--- config.mk ---
export PLATFORM = sky130hd
export DESIGN_NAME = sync_fifo
export DESIGN_NICKNAME = d
export VERILOG_FILES = /design/src/rtl/sync_fifo_pkg.sv /design/src/rtl/sync_fifo_ptr.sv /design/src/rtl/sync_fifo.sv
export SDC_FILE = /design/constraint.sdc
export NUM_CORES = 1
export LEC_CHECK = 0
export ABC_AREA = 0
export CAP_MARGIN = 5
export CORE_MARGIN = 3
export CORE_UTILIZATION = 58
export CTS_BUF_LIST = sky130_fd_sc_hd__clkbuf_4
export CTS_CLUSTER_SIZE = 25
export DETAILED_ROUTE_END_ITERATION = 8
export GPL_TIMING_DRIVEN = 0
export PLACE_DENSITY = 0.82
export SYNTH_ARGS = -nofsm -noshare
export SYNTH_HDL_FRONTEND = slang
export SYNTH_SLANG_ARGS = --single-unit
--- constraint.sdc ---
create_clock -name clk -period 3.05 [get_ports clk]
set_input_delay 0.4575 -clock clk [delete_from_list [all_inputs] [get_ports clk]]
set_output_delay 0.4575 -clock clk [all_outputs]
set_load 0.01 [all_outputs]
--- src/rtl/sync_fifo_pkg.sv ---
// Shared constants and width helper for the synchronous FWFT FIFO.
package sync_fifo_pkg;

  localparam int DEFAULT_WIDTH = 4;
  localparam int DEFAULT_DEPTH = 8;

  // Bits needed to index 'value' entries (ceil(log2(value))).
  function automatic int clog2_f(input int value);
    int res;
    int v;
    res = 0;
    v = value - 1;
    while (v > 0) begin
      res++;
      v = v >> 1;
    end
    return res;
  endfunction

endpackage

--- src/rtl/sync_fifo_ptr.sv ---
// Wrapping read/write pointer; power-of-two depth makes the wrap a natural rollover.
module sync_fifo_ptr
  import sync_fifo_pkg::*;
#(
  parameter int DEPTH = DEFAULT_DEPTH
) (
  input  logic                        clk,
  input  logic                        reset,
  input  logic                        inc,
  output logic [clog2_f(DEPTH)-1:0]   ptr
);

  localparam int ADDR_W = clog2_f(DEPTH);

  logic [ADDR_W-1:0] ptr_d;
  logic [ADDR_W-1:0] ptr_q;

  always_comb begin
    ptr_d = ptr_q;
    if (inc) ptr_d = ptr_q + ADDR_W'(1);
  end

  always_ff @(posedge clk) begin
    if (reset) ptr_q <= '0;
    else       ptr_q <= ptr_d;
  end

  assign ptr = ptr_q;

endmodule

--- src/rtl/sync_fifo.sv ---
// First-word-fall-through FIFO with valid/ready on both sides and exported fill level.
module sync_fifo
  import sync_fifo_pkg::*;
#(
  parameter int WIDTH = DEFAULT_WIDTH,
  parameter int DEPTH = DEFAULT_DEPTH
) (
  input  logic                      clk,
  input  logic                      reset,
  input  logic                      wr_valid,
  output logic                      wr_ready,
  input  logic [WIDTH-1:0]          wr_data,
  output logic                      rd_valid,
  input  logic                      rd_ready,
  output logic [WIDTH-1:0]          rd_data,
  output logic [clog2_f(DEPTH):0]   count,
  output logic                      full,
  output logic                      empty
);

  localparam int ADDR_W = clog2_f(DEPTH);
  localparam int CNT_W  = ADDR_W + 1;

  logic [WIDTH-1:0]  mem_d [DEPTH];
  logic [WIDTH-1:0]  mem_q [DEPTH];
  logic [CNT_W-1:0]  count_d;
  logic [CNT_W-1:0]  count_q;
  logic [ADDR_W-1:0] wptr;
  logic [ADDR_W-1:0] rptr;
  logic              push;
  logic              pop;

  assign full     = (count_q == CNT_W'(DEPTH));
  assign empty    = (count_q == '0);
  assign wr_ready = !full;
  assign rd_valid = !empty;
  // Full blocks writes even on a same-cycle pop: no pass-through path.
  assign push     = wr_valid && wr_ready;
  assign pop      = rd_valid && rd_ready;

  sync_fifo_ptr #(.DEPTH(DEPTH)) u_wptr (
    .clk   (clk),
    .reset (reset),
    .inc   (push),
    .ptr   (wptr)
  );

  sync_fifo_ptr #(.DEPTH(DEPTH)) u_rptr (
    .clk   (clk),
    .reset (reset),
    .inc   (pop),
    .ptr   (rptr)
  );

  always_comb begin
    mem_d = mem_q;
    if (push) mem_d[wptr] = wr_data;
  end

  always_comb begin
    count_d = count_q;
    if (push && !pop)      count_d = count_q + CNT_W'(1);
    else if (pop && !push) count_d = count_q - CNT_W'(1);
  end

  // Storage is deliberately left uncleared by reset; only pointers and count restart.
  always_ff @(posedge clk) begin
    mem_q <= mem_d;
  end

  always_ff @(posedge clk) begin
    if (reset) count_q <= '0;
    else       count_q <= count_d;
  end

  assign count   = count_q;
  assign rd_data = empty ? '0 : mem_q[rptr];

endmodule

# [After elaboration in Yosys (flattened, before gate mapping)]
# Index checks and enable logic that the tools add are counted.
[classes] n_shift=0 n_mux=9 n_lt_le_gt_ge=3 div=0 n_reduce_logical=11 mul=0 addsub=4 eq_ne=1 bitwise_logic=2
[op_table] cell="bitwise mux 32 bit" count=1
[op_table] cell="2-to-1 mux 4 bit" count=6
[op_table] cell="binary-select mux 4 bit (select 3 bit)" count=1
[op_table] cell="demux 4 bit (select 3 bit)" count=1
[op_table] cell=">= comparator 4 bit (second input constant)" count=2
[op_table] cell="NOT 3 -> 4 bit" count=2
[op_table] cell="adder 3 x 1 -> 3 bit (second input constant)" count=2
[op_table] cell="logical AND 1 bit" count=5
[op_table] cell="adder 4 x 1 -> 4 bit (second input constant)" count=1
[op_table] cell="== test 4 bit (second input constant)" count=1
[op_table] cell="logical NOT 1 bit" count=4
[op_table] cell="logical NOT 4 bit" count=1
[op_table] cell="< comparator 4 x 1 -> 1 bit (second input constant)" count=1
[op_table] cell="subtractor 4 x 1 -> 4 bit (second input constant)" count=1
[op_table] cell="nonzero test 2 bit" count=1
[word_totals] mem_bits_ro=0 ramBits=0 out_inout_bits=12 word_cells=41 memories=0 input_bits=8 ff_bits=42 latchBits=0

# [Depth between registers and ports, before layout]
[logic_depth] word_depth=7 ltp_mapped=11 ltp_nobuf=10

# [Cells and area by module]
# From an unflattened synthesis, not the netlist that was laid out.
[unflattened] hier_cells=120 hier_area_um2=1799.2
[modules_own_cells] module="sync_fifo" seq_area_each_um2=1041.0 n_inst=1 cells_each=98 area_each_um2=1556.5
[modules_own_cells] module="sync_fifo_ptr" seq_area_each_um2=60.1 n_inst=2 cells_each=11 area_each_um2=121.4

# [Least setup slack after synthesis]
# Ideal clock, no wire load.
[synth_timing] kind="flip-flop to flip-flop" startpoint="register count_q[0], in the netlist count[0]" endpoint="register count_q[3], in the netlist count[3]" setup_slack_ps=418 t_arrival_ps=2511 period_less_slack_ps=2632 required_time_ps=2929 stages_incl_launch_ff=12 n_path_buf=1 setup_ps=121 path_cell_list="dfxtp_1 > or4b_1 > buf_6 > nand2_8 > inv_1 > ha_1 > inv_1 > ha_1 > a21oi_1 > a211oi_1 > a31oi_1 > mux2_2"
[synth_between] elab_chain_cells=6 word_cells_on_any_way=15 classes_between="add/sub: 2; eq/ne: 1; mux: 2; reduce/logical: 10"
[synth_rtl] element="from (decl)" line_no="sync_fifo.sv:27" source="logic [CNT_W-1:0] count_q;"
[synth_rtl] element="from (signal assigned)" line_no="sync_fifo.sv:73" source="else count_q <= count_d;"
[synth_rtl] element="== test 4 bit (*)" line_no="sync_fifo.sv:33" source="assign full = (count_q == CNT_W'(DEPTH));"
[synth_rtl] element="logical NOT 1 bit (*)" line_no="sync_fifo.sv:35" source="assign wr_ready = !full;"
[synth_rtl] element="via wr_ready" line_no="sync_fifo.sv:11" source="output logic wr_ready,"
[synth_rtl] element="logical AND 1 bit (*)" line_no="sync_fifo.sv:38" source="assign push = wr_valid && wr_ready;"
[synth_rtl] element="via push" line_no="sync_fifo.sv:30" source="logic push;"
[synth_rtl] element="logical NOT 1 bit" line_no="sync_fifo.sv:63" source="else if (pop && !push) count_d = count_q - CNT_W'(1);"
[synth_rtl] element="logical AND 1 bit" line_no="sync_fifo.sv:63"
[synth_rtl] element="nonzero test 2 bit (no source line)"
# Mark *: on every way through the listed nets, which the timed path passes. The rest lies on a longest branch. The select of a mux whose other input is x is not followed.
# A chain may end at the register's enable or synchronous reset.

# [Worst setup path after layout]
[layout_timing] startpoint="register count_q[0], in the netlist count[0]" endpoint="register count_q[3], in the netlist count[3]"
[layout_between] elab_chain_cells=6 word_cells_on_any_way=15 classes_between="add/sub: 2; eq/ne: 1; mux: 2; reduce/logical: 10"
[layout_rtl] element="== test 4 bit (*)" line_no="sync_fifo.sv:33"
[layout_rtl] element="logical NOT 1 bit (*)" line_no="sync_fifo.sv:35"
[layout_rtl] element="logical AND 1 bit (*)" line_no="sync_fifo.sv:38"
[layout_rtl] element="via push" line_no="sync_fifo.sv:30"
[layout_rtl] element="logical NOT 1 bit" line_no="sync_fifo.sv:63"
[layout_rtl] element="logical AND 1 bit" line_no="sync_fifo.sv:63"
[layout_rtl] element="nonzero test 2 bit (no source line)"
# Marks and branches as above.

==> results by group <==
Run status
  • Status: finished clean

Placement
  • Number of I/O port buffers: 19
  • DP Cell Count: roughly 180
  • Half-perimeter wire length of the detailed placement result: 2.31 mm
  • GP Congestion: 0.706

Setup path
  • CP Data Arrival Time: ~3.1 ns
  • Top fanout value on the critical path: 7
  • Element type at the critical path end: flip-flop
  • Kind of cell adding the most delay to the critical path: simple AND/OR/NAND/NOR gates
  • Critical Path Max Stage Delay: 0.58 ns
  • Crit path buffers/inverters: 3
  • Setup crit start kind: flip-flop
  • List of cells traversed by the critical path: or4b_1 -> buf_6 -> nand2_8 -> inv_1 -> ha_1 -> inv_1 -> ha_1 -> a21oi_1 -> a211oi_1 -> a31oi_1 -> mux2_2
  • Worst R2R End: count[3]
  • Number of cells traversed by the worst register-to-register path: 11
  • Worst setup slack for register-to-register paths: 0.19 ns
  • Kind of critical path: reg2reg
  • Worst endpoint required time: 3.29 ns
  • Critical-path cell with the highest stage delay: or4b_1
  • Critical register-to-register path startpoint: count[0]

Clock tree
  • Clk Tree Root Cell: clkbuf_4
  • Buffer count from post-CTS setup fixing: 0
  • Number of H-tree branching levels: 2
  • CTS resizes: 0
  • TritonCTS clock tree: done
  • Number of buffers on the longest clock path: 2
  • Number of buffers added by the clock tree synthesis step: 5
  • Number of clock sinks seen by CTS: 42
  • Clock transition at the registers of the reported paths: approximately 0.12 ns
  • Number of buffers inserted by hold repair at cts: 0
  • Worst-Skew Late Latency: ~0.35 ns

Detailed routing
  • Number of DRC violations after detailed-routing iteration 0: between 50 and 60
  • Total Wirelength: 3.08 mm
  • Pre-antenna DRT Iters: 4
  • Post-DR wirelength/cell: 16.1 um
  • Detailed-route DRC error count: 0
  • Total number of vias: about 1.1k
  • Ratio of routed vias to standard cells: approximately 5.5
  • Remaining antenna violation count after routing: 0

Floorplanning
  • Die area: 3910 um2
  • Die Height: about 63 um
  • Number of primary I/O pins: 20
  • Chip Width: around 63 um
  • Initial core utilization: between 60% and 70%
  • Rows: 19
  • Placeable core region: 2900 um2

Timing
  • Final clock skew: about 0.0096 ns
  • Maximum operating frequency: 350 MHz
  • RSZ-0062 raised after global routing: false
  • Minimum clock period: 2.86 ns
  • Transition time at the pin with the least slew margin: roughly 0.86 ns
  • Setup_tns: 0 ns
  • Share of the cycle needed by the critical path after routing: a little over nine tenths
  • Minimum hold slack: roughly 0.57 ns
  • Number of endpoints failing setup at the final stage: 0
  • Max-slew violation count: 0
  • Max_slew headroom: a little over two fifths
  • Hold Vio Cnt, Final: 0

Power
  • Standby leakage power: between 0.7 and 0.8 nW
  • Max rail drop VDD: 0.462 mV
  • P per Cell Area: roughly 900 nW/um2

Synthesis
  • Fraction of the yosys area taken by sequential cells: 62.7%
  • Netlist cell types: 31
  • Mean instance size in the synthesized netlist: ~15 um2
  • Netlist Area Pre-Place: roughly 1900 um2
  • Number of synthesis warnings: 0
  • Number of instances in the synthesized netlist: between 100 and 150
  • Synth Net Count: about 140
  • Post-synthesis sequential element count: 42

Hold path
  • Min-delay worst type: reg2reg
  • Startpoint of the tightest hold check path: u_wptr.ptr[1]
  • Worst Hold Depth: 2
  • Hold Crit Endpoint: u_wptr.ptr[1]

GRT
  • Largest net degree at the start of global routing: 14
  • GRT Util Overall: 17.7%
  • Vias in the first global route: 1033
  • Number of antenna violations at the first check in global routing: 0
  • Wire length of the first global-routing pass: between 5 and 6 mm
  • Remaining global-route overflow: 0

Final layout
  • Fill cell count: roughly 190
  • Count of nets after finishing: roughly 160
  • Utilization after layout: between 70% and 80%
  • Total inserted antenna cells: 0
  • Fraction of layout instances using a drive strength above 1: 18.0%
  • Number of non-filler instances in the completed layout: 192
  • Synthesis-to-finish area growth: 17.6%

Run
  • MaxCap Viol Count: 0
==> per-layer routing <==
layer	track usage, %	vias up	share of wire, %
li1	-	505	-
met4	5.79	0	1.5
met5	0	-	0
met3	5.76	5	4.0
met1	22.2	532	43
met2	29.0	23	52
==> flip-flops by register name, indices dropped and copies added (netlist names) <==
name,cells
u_wptr.ptr,3
count,4
mem_q,32
u_rptr.ptr,3
==> cells in the mapped netlist <==
master,instances,area (um2)
buf_2,3,15.0
edfxtp_1,32,961
inv_1,4,15.0
or4b_1,1,10.0
nor2b_1,1,6.26
or4_1,1,7.51
mux2i_1,5,50.1
nand2b_1,2,12.5
nand2_4,2,22.5
mux2_2,1,11.3
buf_6,1,11.3
xor2_1,4,35.0
nand3_1,5,25.0
nor4_1,1,6.26
nand2_8,1,20.0
a21oi_1,3,15.0
nand2_1,2,7.51
a31oi_1,1,6.26
nand3_2,1,10.0
a21oi_2,1,8.76
dlygate4sd1_1,1,8.76
mux4_2,8,180
fa_1,1,20.0
nor3_1,4,20.0
dfxtp_1,10,200
xnor2_1,1,8.76
xor2_2,1,16.3
a211oi_1,1,7.51
ha_1,5,62.6
clkbuf_1,2,7.51
nor2_1,17,63.8
==> how the worst max path moves through the flow <==
| stage | from | endpoint | slack, ns | cells past startpoint |
|---|---|---|---|---|
| floorplan | count[0] | count[3] | 0.42 | 11 |
| global placement | count[0] | count[3] | 0.29 | 11 |
| detailed placement | wr_valid | count[3] | 0.19 | 10 |
| CTS | count[0] | count[3] | 0.19 | 11 |
| global route | count[0] | count[3] | 0.04 | 11 |
| finish | count[0] | count[3] | 0.19 | 11 |
==> power by group <==
part	internal (mW)	leakage (nW)	switching [mW]
logic	0.452	0.343	0.412
registers	0.686	0.373	0.0623
clock network	0.182	0.0419	0.170
total	1.32	0.758	0.645
==> placed cells by master (no fill, tap or decap), types with 2 or more instances in the layout <==
cell type / count
a21oi_1: 3
buf_2: 3
clkbuf_1: 2
clkbuf_4: 6
clkdlybuf4s50_1: 19
dfxtp_1: 10
edfxtp_1: 32
ha_1: 5
inv_1: 4
mux2i_1: 5
mux4_2: 8
nand2_1: 2
nand2_4: 2
nand2b_1: 2
nand3_1: 5
nor2_1: 17
nor3_1: 4
xor2_1: 4
==> worst register-to-register path, stage by stage (launching register included) <==
cell and delay, ns:
dfxtp_1 0.39, or4b_1 0.58, buf_6 0.17, nand2_8 0.10, inv_1 0.05, ha_1 0.20, inv_1 0.14, ha_1 0.29
a21oi_1 0.20, a211oi_1 0.11, a31oi_1 0.18, mux2_2 0.35
==> logic make-up after synthesis <==
logic type | count (synthesis) | synth area share, %
adders and majority gates | 6 | 4.46
muxes | 14 | 13.0
AOI/OAI and AO/OA | 6 | 2.03
DFF | 42 | 62.7
and+or+nand+nor | 38 | 11.4
buffers and inverters | 11 | 3.11
xor gates and xnor gates | 6 | 3.24
==> area by class of cell <==
| class | instances | area (um2) | area share [%] |
|---|---|---|---|
| repair buffers | 19 | 190 | 8.74 |
| plain buffers | 7 | 42.5 | 1.95 |
| clock inverters | 2 | 37.5 | 1.72 |
| inverters | 4 | 15.0 | 0.690 |
| flip-flops and latches | 42 | 1160 | 53.3 |
| clock buffers | 6 | 45.0 | 2.07 |
| multi-input cells | 70 | 633 | 29.1 |
| well taps | 42 | 52.6 | 2.41 |
==> through the flow <==
stage | setup WS [ns] | power (mW) | cell area, um2
6_report | 0.192 | 1.96 | 2180
5_1_grt | 0.0378 | 2.09 | 2180
4_1_cts | 0.190 | 1.99 | 2180
3_5_place_dp | 0.192 | 1.63 | 2090
3_3_place_gp | 0.290 | 1.60 | 2090
2_1_floorplan | 0.418 | 1.30 | 1850
Note: power is estimated with default switching activity, not from simulation.
